$ cat src/rtl/i2s_pkg.sv
// i2s_pkg: shared sizing defaults and channel encoding for the I2S transceiver.
package i2s_pkg;

    localparam int DATA_W     = 24;  // sample width in bits
    localparam int SLOT_W     = 32;  // bclk periods per channel half-frame
    localparam int LEAD_SLOTS = 7;   // zero slots preceding the MSB
    localparam int MCLK_DIV   = 4;   // AMSCK-to-mclk ratio, even and >= 2

    // lrck level meaning: high = left channel, low = right channel
    typedef enum logic {
        CH_RIGHT = 1'b0,
        CH_LEFT  = 1'b1
    } channel_t;

    // width of a counter that must hold every value 0..max_val
    function automatic int cnt_w(input int max_val);
        return (max_val < 2) ? 1 : $clog2(max_val + 1);
    endfunction

endpackage

$ cat src/rtl/i2s_sync_edge.sv
// i2s_sync_edge: 2-FF synchroniser for an asynchronous codec pin plus
// rise/fall detection on the synchronised level. Edge outputs stay quiet
// until the pipeline has refilled after reset, so a pin already high at
// release is not mistaken for an edge.
module i2s_sync_edge (
    input  logic clk,
    input  logic rst,
    input  logic d,
    output logic q,
    output logic rise,
    output logic fall
);

    logic       meta;
    logic       sync;
    logic       prev;
    logic [1:0] fill;

    // synchroniser chain, previous-level register and post-reset fill count
    // NOTE: non-blocking (<=) on every flop so each stage samples the value its predecessor held before the edge.
    always_ff @(posedge clk or posedge rst) begin
        if (rst) begin
            meta <= 1'b0;
            sync <= 1'b0;
            prev <= 1'b0;
            fill <= 2'd0;
        end else begin
            meta <= d;
            sync <= meta;
            prev <= sync;
            if (fill != 2'd3) begin
                fill <= fill + 2'd1;
            end
        end
    end

    assign q    = sync;
    assign rise = (fill == 2'd3) &&  sync && !prev;
    assign fall = (fill == 2'd3) && !sync &&  prev;

endmodule

$ cat src/rtl/i2s_transceiver.sv
// i2s_transceiver: full-duplex I2S slave port. The codec drives bclk/lrck;
// sdin is deserialised into 24-bit samples with valid strobes and samples
// fetched from din (on rd_l/rd_r requests) are serialised onto sdout.
// mclk is a free-running divide of AMSCK.
// Build option I2S_LOOPBACK_EN: transmit the last received sample of the
// same channel instead of din.
module i2s_transceiver
    import i2s_pkg::*;
#(
    parameter int DATA_W     = i2s_pkg::DATA_W,
    parameter int SLOT_W     = i2s_pkg::SLOT_W,
    parameter int LEAD_SLOTS = i2s_pkg::LEAD_SLOTS,
    parameter int MCLK_DIV   = i2s_pkg::MCLK_DIV
) (
    input  logic              AMSCK,
    input  logic              rst,
    input  logic              lrck,
    input  logic              bclk,
    input  logic              sdin,
    input  logic [DATA_W-1:0] din,
    output logic              sdout,
    output logic              mclk,
    output logic              rd_l,
    output logic              rd_r,
    output logic [DATA_W-1:0] dout,
    output logic              valid_l,
    output logic              valid_r
);

    // slot arithmetic must reach SLOT_W+1 (the "upcoming" slot after saturation)
    localparam int              SB           = cnt_w(SLOT_W + 1);
    localparam logic [SB-1:0]   SLOT_MAX     = SB'(SLOT_W);
    localparam logic [SB-1:0]   FIRST_DATA   = SB'(LEAD_SLOTS + 1);
    localparam logic [SB-1:0]   LAST_DATA    = SB'(LEAD_SLOTS + DATA_W);
    localparam int              MB           = cnt_w(MCLK_DIV);
    localparam logic [MB-1:0]   MCLK_HALF_M1 = MB'(MCLK_DIV / 2 - 1);

    logic              lrck_s, lrck_rise, lrck_fall, lrck_edge;
    logic              bclk_level_unused, bclk_rise, bclk_fall;
    logic              sdin_meta, sdin_s;

    logic [SB-1:0]     slot, slot_next, slot_up;
    logic              rx_in_data, tx_in_data;
    channel_t          chan;
    logic              active;      // set by the first lrck edge after reset
    logic [DATA_W-1:0] rx_shift;
    logic              rx_done;

    logic              tx_load;
    logic [DATA_W-1:0] tx_src;
    logic [DATA_W-1:0] tx_shift;
    logic [MB-1:0]     mclk_cnt;

    i2s_sync_edge u_sync_lrck (
        .clk  (AMSCK),
        .rst  (rst),
        .d    (lrck),
        .q    (lrck_s),
        .rise (lrck_rise),
        .fall (lrck_fall)
    );

    i2s_sync_edge u_sync_bclk (
        .clk  (AMSCK),
        .rst  (rst),
        .d    (bclk),
        .q    (bclk_level_unused),
        .rise (bclk_rise),
        .fall (bclk_fall)
    );

    assign lrck_edge = lrck_rise | lrck_fall;

    // sdin synchroniser, same two-stage depth as i2s_sync_edge
    always_ff @(posedge AMSCK or posedge rst) begin
        if (rst) begin
            sdin_meta <= 1'b0;
            sdin_s    <= 1'b0;
        end else begin
            sdin_meta <= sdin;
            sdin_s    <= sdin_meta;
        end
    end

    // slot numbers seen by the receive path (on rise) and transmit path (on fall)
    // NOTE: every always_comb output gets a default first so no path can leave it unassigned and infer a latch.
    always_comb begin
        slot_next  = slot + SB'(1);
        slot_up    = (lrck_edge ? '0 : slot) + SB'(1);
        rx_in_data = (slot_next >= FIRST_DATA) && (slot_next <= LAST_DATA);
        tx_in_data = (slot_up >= FIRST_DATA) && (slot_up <= LAST_DATA);
    end

    // slot counter, channel tracking and receive shift register
    always_ff @(posedge AMSCK or posedge rst) begin
        if (rst) begin
            slot     <= '0;
            chan     <= CH_RIGHT;
            active   <= 1'b0;
            rx_shift <= '0;
            rx_done  <= 1'b0;
        end else begin
            rx_done <= 1'b0;
            if (lrck_edge) begin
                // a new half-frame discards any partial word
                slot     <= '0;
                chan     <= channel_t'(lrck_s);
                active   <= 1'b1;
                rx_shift <= '0;
            end else if (bclk_rise && active) begin
                if (slot != SLOT_MAX) begin
                    slot <= slot_next;
                end
                if (rx_in_data) begin
                    rx_shift <= {rx_shift[DATA_W-2:0], sdin_s};
                end
                if (slot_next == LAST_DATA) begin
                    rx_done <= 1'b1;
                end
            end
        end
    end

    // publish a completed word with a one-cycle channel strobe
    always_ff @(posedge AMSCK or posedge rst) begin
        if (rst) begin
            dout    <= '0;
            valid_l <= 1'b0;
            valid_r <= 1'b0;
        end else begin
            valid_l <= 1'b0;
            valid_r <= 1'b0;
            if (rx_done) begin
                dout    <= rx_shift;
                valid_l <= (chan == CH_LEFT);
                valid_r <= (chan == CH_RIGHT);
            end
        end
    end

    // request the next transmit sample at the start of each half-frame
    always_ff @(posedge AMSCK or posedge rst) begin
        if (rst) begin
            rd_l <= 1'b0;
            rd_r <= 1'b0;
        end else begin
            rd_l <= lrck_edge && (channel_t'(lrck_s) == CH_LEFT);
            rd_r <= lrck_edge && (channel_t'(lrck_s) == CH_RIGHT);
        end
    end

`ifdef I2S_LOOPBACK_EN
    logic [DATA_W-1:0] last_l, last_r;
    logic              din_unused;

    assign din_unused = ^din;

    // remember the newest received sample of each channel
    always_ff @(posedge AMSCK or posedge rst) begin
        if (rst) begin
            last_l <= '0;
            last_r <= '0;
        end else if (rx_done) begin
            if (chan == CH_LEFT) begin
                last_l <= rx_shift;
            end else begin
                last_r <= rx_shift;
            end
        end
    end

    // loopback: load the stored sample of the requested channel on the rd pulse
    always_comb begin
        tx_load = 1'b0;
        tx_src  = '0;
        if (rd_l || rd_r) begin
            tx_load = 1'b1;
            tx_src  = rd_l ? last_l : last_r;
        end
    end
`else
    logic [1:0] ld_dly;

    // delay the request so din is sampled two cycles after the rd pulse
    always_ff @(posedge AMSCK or posedge rst) begin
        if (rst) begin
            ld_dly <= 2'b00;
        end else begin
            ld_dly <= {ld_dly[0], rd_l | rd_r};
        end
    end

    // normal build: transmit data comes from din
    always_comb begin
        tx_load = ld_dly[1];
        tx_src  = din;
    end
`endif

    // transmit shifter: load on request, emit the upcoming slot's bit on each bclk fall
    always_ff @(posedge AMSCK or posedge rst) begin
        if (rst) begin
            tx_shift <= '0;
            sdout    <= 1'b0;
        end else begin
            if (tx_load) begin
                tx_shift <= tx_src;
            end else if (bclk_fall && active && tx_in_data) begin
                tx_shift <= {tx_shift[DATA_W-2:0], 1'b0};
            end
            if (bclk_fall) begin
                sdout <= (active && tx_in_data) ? tx_shift[DATA_W-1] : 1'b0;
            end
        end
    end

    // free-running mclk divider, toggles every MCLK_DIV/2 AMSCK cycles
    always_ff @(posedge AMSCK or posedge rst) begin
        if (rst) begin
            mclk_cnt <= '0;
            mclk     <= 1'b0;
        end else if (mclk_cnt == MCLK_HALF_M1) begin
            mclk_cnt <= '0;
            mclk     <= ~mclk;
        end else begin
            mclk_cnt <= mclk_cnt + MB'(1);
        end
    end

endmodule

$ cat config.mk
export PLATFORM = sky130hd
export DESIGN_NAME = i2s_transceiver
export DESIGN_NICKNAME = d
export VERILOG_FILES = /design/src/rtl/i2s_pkg.sv /design/src/rtl/i2s_sync_edge.sv /design/src/rtl/i2s_transceiver.sv
export SDC_FILE = /design/constraint.sdc
export NUM_CORES = 1
export LEC_CHECK = 0
export CORE_ASPECT_RATIO = 1.25
export CORE_MARGIN = 4
export CORE_UTILIZATION = 49
export DETAILED_ROUTE_END_ITERATION = 8
export HOLD_SLACK_MARGIN = 0.1
export PLACE_DENSITY = 0.77
export SYNTH_ARGS = -nofsm -noshare
export SYNTH_HDL_FRONTEND = slang
export SYNTH_SLANG_ARGS = --single-unit
$ cat constraint.sdc
create_clock -name AMSCK -period 3.8 [get_ports AMSCK]
set_input_delay 0.95 -clock AMSCK [delete_from_list [all_inputs] [get_ports AMSCK]]
set_output_delay 0.95 -clock AMSCK [all_outputs]
set_load 0.005 [all_outputs]
Word level (Yosys, flattened, before mapping)

Index checks and enable logic that the tools add are counted.

Register bits after elaboration: 104
Bits in latches: 0
RAM bits: 0
ROM bits: 0
Bits of input ports: 29
Output and inout port bits: 30
Word-level logic and storage cells: 88
Memories kept: 0

Add/subtract/negate cells: 5
Multipliers: 0
Div/mod/pow operators: 0
Magnitude comparators: 4
Eq/ne operators: 7
Shift-type cells: 0
Muxes and demuxes: 16
Bitwise logic cells: 5
Reductions and logical operators: 26

Operators with widths:

| operator                                                              | count |
|---|---|
| 24-bit 2-to-1 mux                                                     | 5 |
| 6-bit 2-to-1 mux                                                      | 4 |
| 1-bit logical AND                                                     | 16 |
| 6-bit by 1-bit adder with 6-bit output, second input constant         | 2 |
| 6-bit by 4-bit >= comparator with 1-bit output, second input constant | 2 |
| 6-bit by 5-bit <= comparator with 1-bit output, second input constant | 2 |
| 2-bit nonzero test                                                    | 4 |
| 6-bit by 5-bit equality test with 1-bit output, second input constant | 1 |
| 1-bit 2-to-1 mux                                                      | 6 |
| 6-bit inequality test, second input constant                          | 1 |
| 2-bit by 1-bit adder with 2-bit output, second input constant         | 2 |
| 2-bit equality test, second input constant                            | 2 |
| 1-bit logical NOT                                                     | 4 |
| 2-bit inequality test, second input constant                          | 2 |
| 2-bit AND reduction                                                   | 2 |
| 3-bit by 1-bit adder with 3-bit output, second input constant         | 1 |
| 3-bit by 1-bit equality test with 1-bit output, second input constant | 1 |
| 3-bit 2-to-1 mux                                                      | 1 |
| 1-bit NOT                                                             | 3 |
| 1-bit bitwise OR                                                      | 2 |

Longest topological paths before layout

Depth after elaboration: 11
Gate-level depth with buffers: 9
Depth with buffers taken out: 7

Hierarchy

From an unflattened synthesis, not the netlist that was laid out.

Cells, all modules: 373
Area total of the unflattened synthesis: 4,789.6 um2

Modules (own cells, without submodules):

| module          | instances | cells an instance | area each (um2) | seq. area each (um2) |
|---|---|---|---|---|
| i2s_transceiver | 1         | 351               | 4,419.2         | 2,352.3 |
| i2s_sync_edge   | 2         | 11                | 185.2           | 125.1 |

Worst setup path after synthesis

Ideal clock, no wire load.

Path type: reg-to-reg
Start point: register slot[2]
End point: register tx_shift[1]
Setup time: 0.125 ns
Arrival: 1.875 ns
Data required time: 3.675 ns
Setup slack: 1.800 ns
Stages on the path, launching flop included: 10
Path buffers: 4
Clock period less this slack: 2.000 ns
Cell sequence: dfrtp_1 buf_4 and3_1 buf_6 nor3_2 nand4bb_1 buf_6 buf_8 mux2_4 mux2_2

Longest elaborated chain between the ends: 6
Elaborated cells on any way between the ends: 7
Those cells by class: 1 x add/sub; 2 x order compare; 1 x mux; 3 x reduce/logical

Ends and longest elaborated chain:

| what                                                                                                                    | RTL line               | text |
|---|---|---|
| from (decl)                                                                                                             | i2s_transceiver.sv:42  | `logic [SB-1:0] slot, slot_next, slot_up;` |
| from (signal assigned)                                                                                                  | i2s_transceiver.sv:112 | `slot <= slot_next;` |
| 6-bit 2-to-1 mux *                                                                                                      | i2s_transceiver.sv:89  | `slot_up = (lrck_edge ? '0 : slot) + SB'(1);` |
| 6-bit by 1-bit adder with 6-bit output *                                                                                | i2s_transceiver.sv:89  |  |
| 6-bit by 4-bit >= comparator with 1-bit output / 6-bit by 5-bit <= comparator with 1-bit output (equally long branches) | i2s_transceiver.sv:91  | `tx_in_data = (slot_up >= FIRST_DATA) && (slot_up <= LAST_DATA);` |
| 1-bit logical AND *                                                                                                     | i2s_transceiver.sv:91  |  |
| 1-bit logical AND *                                                                                                     | i2s_transceiver.sv:208 | `end else if (bclk_fall && active && tx_in_data) begin` |
| 2-bit nonzero test (no source line) *                                                                                   | n/a                    |  |
| to (signal assigned)                                                                                                    | i2s_transceiver.sv:207 | `tx_shift <= tx_src;` |
| to (signal assigned)                                                                                                    | i2s_transceiver.sv:209 | `tx_shift <= {tx_shift[DATA_W-2:0], 1'b0};` |
| to (decl)                                                                                                               | i2s_transceiver.sv:51  | `logic [DATA_W-1:0] tx_shift;` |

Mark *: on every way between the ends. The rest lies on a longest branch, timed or not.
A chain may end at the register's enable or synchronous reset.

Worst setup path in the final report

Start point: register slot[2]
End point: register tx_shift[21]

The elaborated chain is that of the path after synthesis.

==> reports/metrics.sh <==
RESULT_OF_THE_RUN='complete, no violations'
TIMING.CLOCK.SKEW_NS=0.009891
HTREE_LEVELS=3
R2R_CELLS=5
MULTI_INPUT_AREA_UM2=1692
SYNTH_SEQ_CELLS=104
WORSTHOLDSTART='u_sync_bclk.meta'
TIMING.CRITICAL_PATH.FANOUT_MAX=25
WORST_SETUP_PATH_START_KIND='flip-flop'
WORST_HOLD_PATH_ENDPOINT='u_sync_bclk.q'
PLACE_CONGESTION=0.7445
TOTALNEGATIVESETUPSLACK_NS=0
CRITICAL-PATH-SLOWEST-CELL='nand4bb_2'
CRIT_REQUIRED_NS=4.06
SLOWEST_DELAY_NS=0.93
POSTPLACECELLAREA_UM2=5089
NUMCLOCKSINKS=104
MIN-DELAY-PATH-CLASS='reg2reg'
DR.PASS1.ITERS=6
WORSTMARGINPINSLEW_NS=1.101
FINALSETUPVIOLATIONS=0
FINAL_CRITICAL_PATH_SETUP_SLACK_NS=0.9845
POST_SYNTH_MAIN_AREA_CONTRIBUTORS='dfrtp_1 (59%), mux2_2 (12%), mux2_4 (6.1%)'
CTS_SETUP_BUFFERS=0
WORST_IR_DROP_ON_VDD_mV=0.2381
GRT_MAX_DEGREE=66
SYNTH_ENABLE_FLOP_CELLS=0
TIMING.FINAL.CRIT_PERIOD_NS=2.815
POWER.DENSITY_CELL_AREA_nW_PER_UM2=395.4
LAYOUT_CELLS_SIZED_ABOVE_1_PCT=23.54
TIMING.FINAL.HOLD_VIOLATIONS=0
SHARE_OF_FLIP_FLOPS_WITH_AN_ASYNCHRONOUS_SET_OR_RESET_PCT=100.0
TIMING.SETUP.CRITICAL_PATH_CLASS='reg2reg'
CTS_MAX_PATH_BUFFERS=2
RSZ_0062_RAISED_AFTER_GLOBAL_ROUTING='no'
SEQUENTIAL_CELL_AREA_UM2=2603
WORST_SKEW_PAIR.LATE_LATENCY_NS=0.36
ANTENNA-DIODE-COUNT=0
WL_PER_CELL_UM=14.77
FIRST_GLOBAL_VIAS=2707
TIMING.FINAL.MAX_SLEW_VIOLATIONS=0
SYN_AREA_UM2=4447
SYNTH.YOSYS.SEQ_AREA_SHARE_PCT=58.53
FIN_CRIT_SH_PCT=74.09
DETAIL_ROUTE.VIAS_PER_CELL=5.004
REGTOREGENDPOINT='tx_shift[21]'
FLOORPLAN.DIE.WIDTH_UM=93.21
GRT-OVFL-TOTAL=0
ROWS=38
POST-ROUTE-CELL-AREA_UM2=5286
CP_CELL_SEQUENCE='and3_1, nor3_2, nand4bb_2, mux2_1, mux2_2'
CTS-RESIZED-GATES=0
IO_PINS=59
CTSHOLDBUFFERS=0
CP_DATA_ARRIVAL_TIME_NS=3.07
SYN_NETS=355
NETLIST_INSTANCES=321
DIEAREA_UM2=10670
AREA.GROWTH.SYNTH_TO_FINAL_PCT=18.88
HOLD_DEPTH=0
DRT_DRC_VIOLATIONS_LEFT=0
YOSYSTOPAREACELL='dfrtp_1'
ANTENNA_VIOLATING_NETS_POST_ROUTE=0
GRT_ANTENNA_BEFORE_REPAIR=0
SYNTH_FF_TYPE='dfrtp_1'
DRV_CAP=0
CTS_MADE_BUFFERS=9
PLACEMENT.SETUP.WORST_SLACK_NS=0.9756
FMAXACHIEVABLE_MHz=355.2
NETLIST_TOP_CELLS_COUNT='dfrtp_1 (104), mux2_2 (49), nand2_1 (34)'
SYNTHESIS.AREA_PER_INSTANCE_UM2=13.85
YOSYSMOSTFREQUENTCELL='dfrtp_1'
NUMPORTBUFFERS=58
LAYOUT.FILLER_CELLS=711
SYNTH_TOP_CELL_AREA_SHARE_PCT=58.53
CTS_TREE='yes'
SYNTHESIS.YOSYS.WARNINGS=0
DPL.CELL_COUNT=482
SYNTHDISTINCTLIBCELLS=40
INITIAL_UTILIZATION_PCT=50.83
FIN_NETS=407
WORST-R2R-SETUP-SLACK_NS=0.98
CLKSLEWWORSTSETUPHOLDPATHS_NS=0.09
TIMING.RR.START='slot[2]'
CRITICAL_PATH.ENDPOINT_TYPE='flip-flop'
GRT_USE_TOTAL_PCT=15.15
CTS.ROOT.BUFFER_CELL='clkbuf_8'
MAX_SLEW_MARGIN_PCT=26.59
STDCELL_COUNT=498
PLACE.DETAILED.HPWL_UM=4881
DETAILEDROUTE.FIRSTITERATIONVIOLATIONS=63
COREAREA_UM2=8748
VIA_COUNT=2492
DIEHEIGHT_UM=114.5
POWER_mW=2.090
GRT_PASS1_WL_UM=12680
CELLLEAKAGEPOWER_nW=2.551
POSTROUTEWIRELENGTH_UM=7353
==> worst max path at each step <==
| stage | start | end | slack, ns |
|---|---|---|---|
| final | slot[2] | tx_shift[21] | 0.98 |
| after global routing | slot[2] | tx_shift[21] | 0.84 |
| after CTS | slot[2] | tx_shift[21] | 0.96 |
| after detailed placement | slot[2] | tx_shift[21] | 0.98 |
| after global placement | slot[2] | tx_shift[23] | 1.08 |
| after floorplan | rst | active | 0.12 |
==> state kept, by name (all words and copies together) (netlist names), 2 cells and up <==
register and flops:
rx_shift 24, tx_shift 24, mclk_cnt 3, u_sync_bclk.fill 2, ld_dly 2, slot 6
u_sync_lrck.fill 2, dout 24
==> placed cells by master, fill, tap and decap left out, types with 6 or more instances in the layout <==
cell type	n
dfrtp_1	104
clkdlybuf4s50_1	58
mux2_2	49
nand2_1	34
mux2i_1	24
mux2_4	18
clkbuf_8	10
xnor2_1	8
nor2_1	7
inv_1	6
==> layout make-up <==
| class | count | share of cell area [%] |
|---|---|---|
| clock buffers | 12 | 2.746 |
| clock inverters | 4 | 0.9941 |
| inverters | 7 | 0.5444 |
| multi-input cells | 190 | 32.00 |
| flip-flops and latches | 104 | 49.23 |
| well taps | 120 | 2.840 |
| repair buffers | 61 | 11.64 |
==> logic make-up after synthesis <==
group,synth area share (%)
DFF,58.53
muxes,25.15
and+or+nand+nor,7.260
buffers and inverters,3.545
AOI/OAI and AO/OA,1.745
xor gates and xnor gates,2.364
adders and majority gates,1.407
==> where the power goes <==
part,internal (mW),switching [mW]
Clock,0.326,0.360
Sequential,1.16,0.0420
Combinational,0.130,0.0692
Total,1.62,0.471
==> metal layers <==
| layer | part of all wire, % | up-vias | track usage (%) |
|---|---|---|---|
| li1 | - | 1201 | - |
| met1 | 45 | 1228 | 18.86 |
| met2 | 48 | 50 | 24.75 |
| met3 | 4.6 | 13 | 3.353 |
| met4 | 2.4 | 0 | 7.918 |
| met5 | 0 | - | 0 |
==> through the flow <==
stage                     utilization, %  hold WS, ns
after floorplan                        -       0.3312
after detailed placement           58.17       0.3373
after global placement             58.17       0.3349
after CTS                          60.43       0.3573
after global routing               60.43       0.3590
final                              60.43       0.3547
==> worst max-delay path: cells and delay by family (launching register included) <==
family,cells,cell delay (ns)
flops,1,0.48
mux,2,0.90
simple gates,3,1.33
Note: power is estimated with default switching activity, not from simulation.
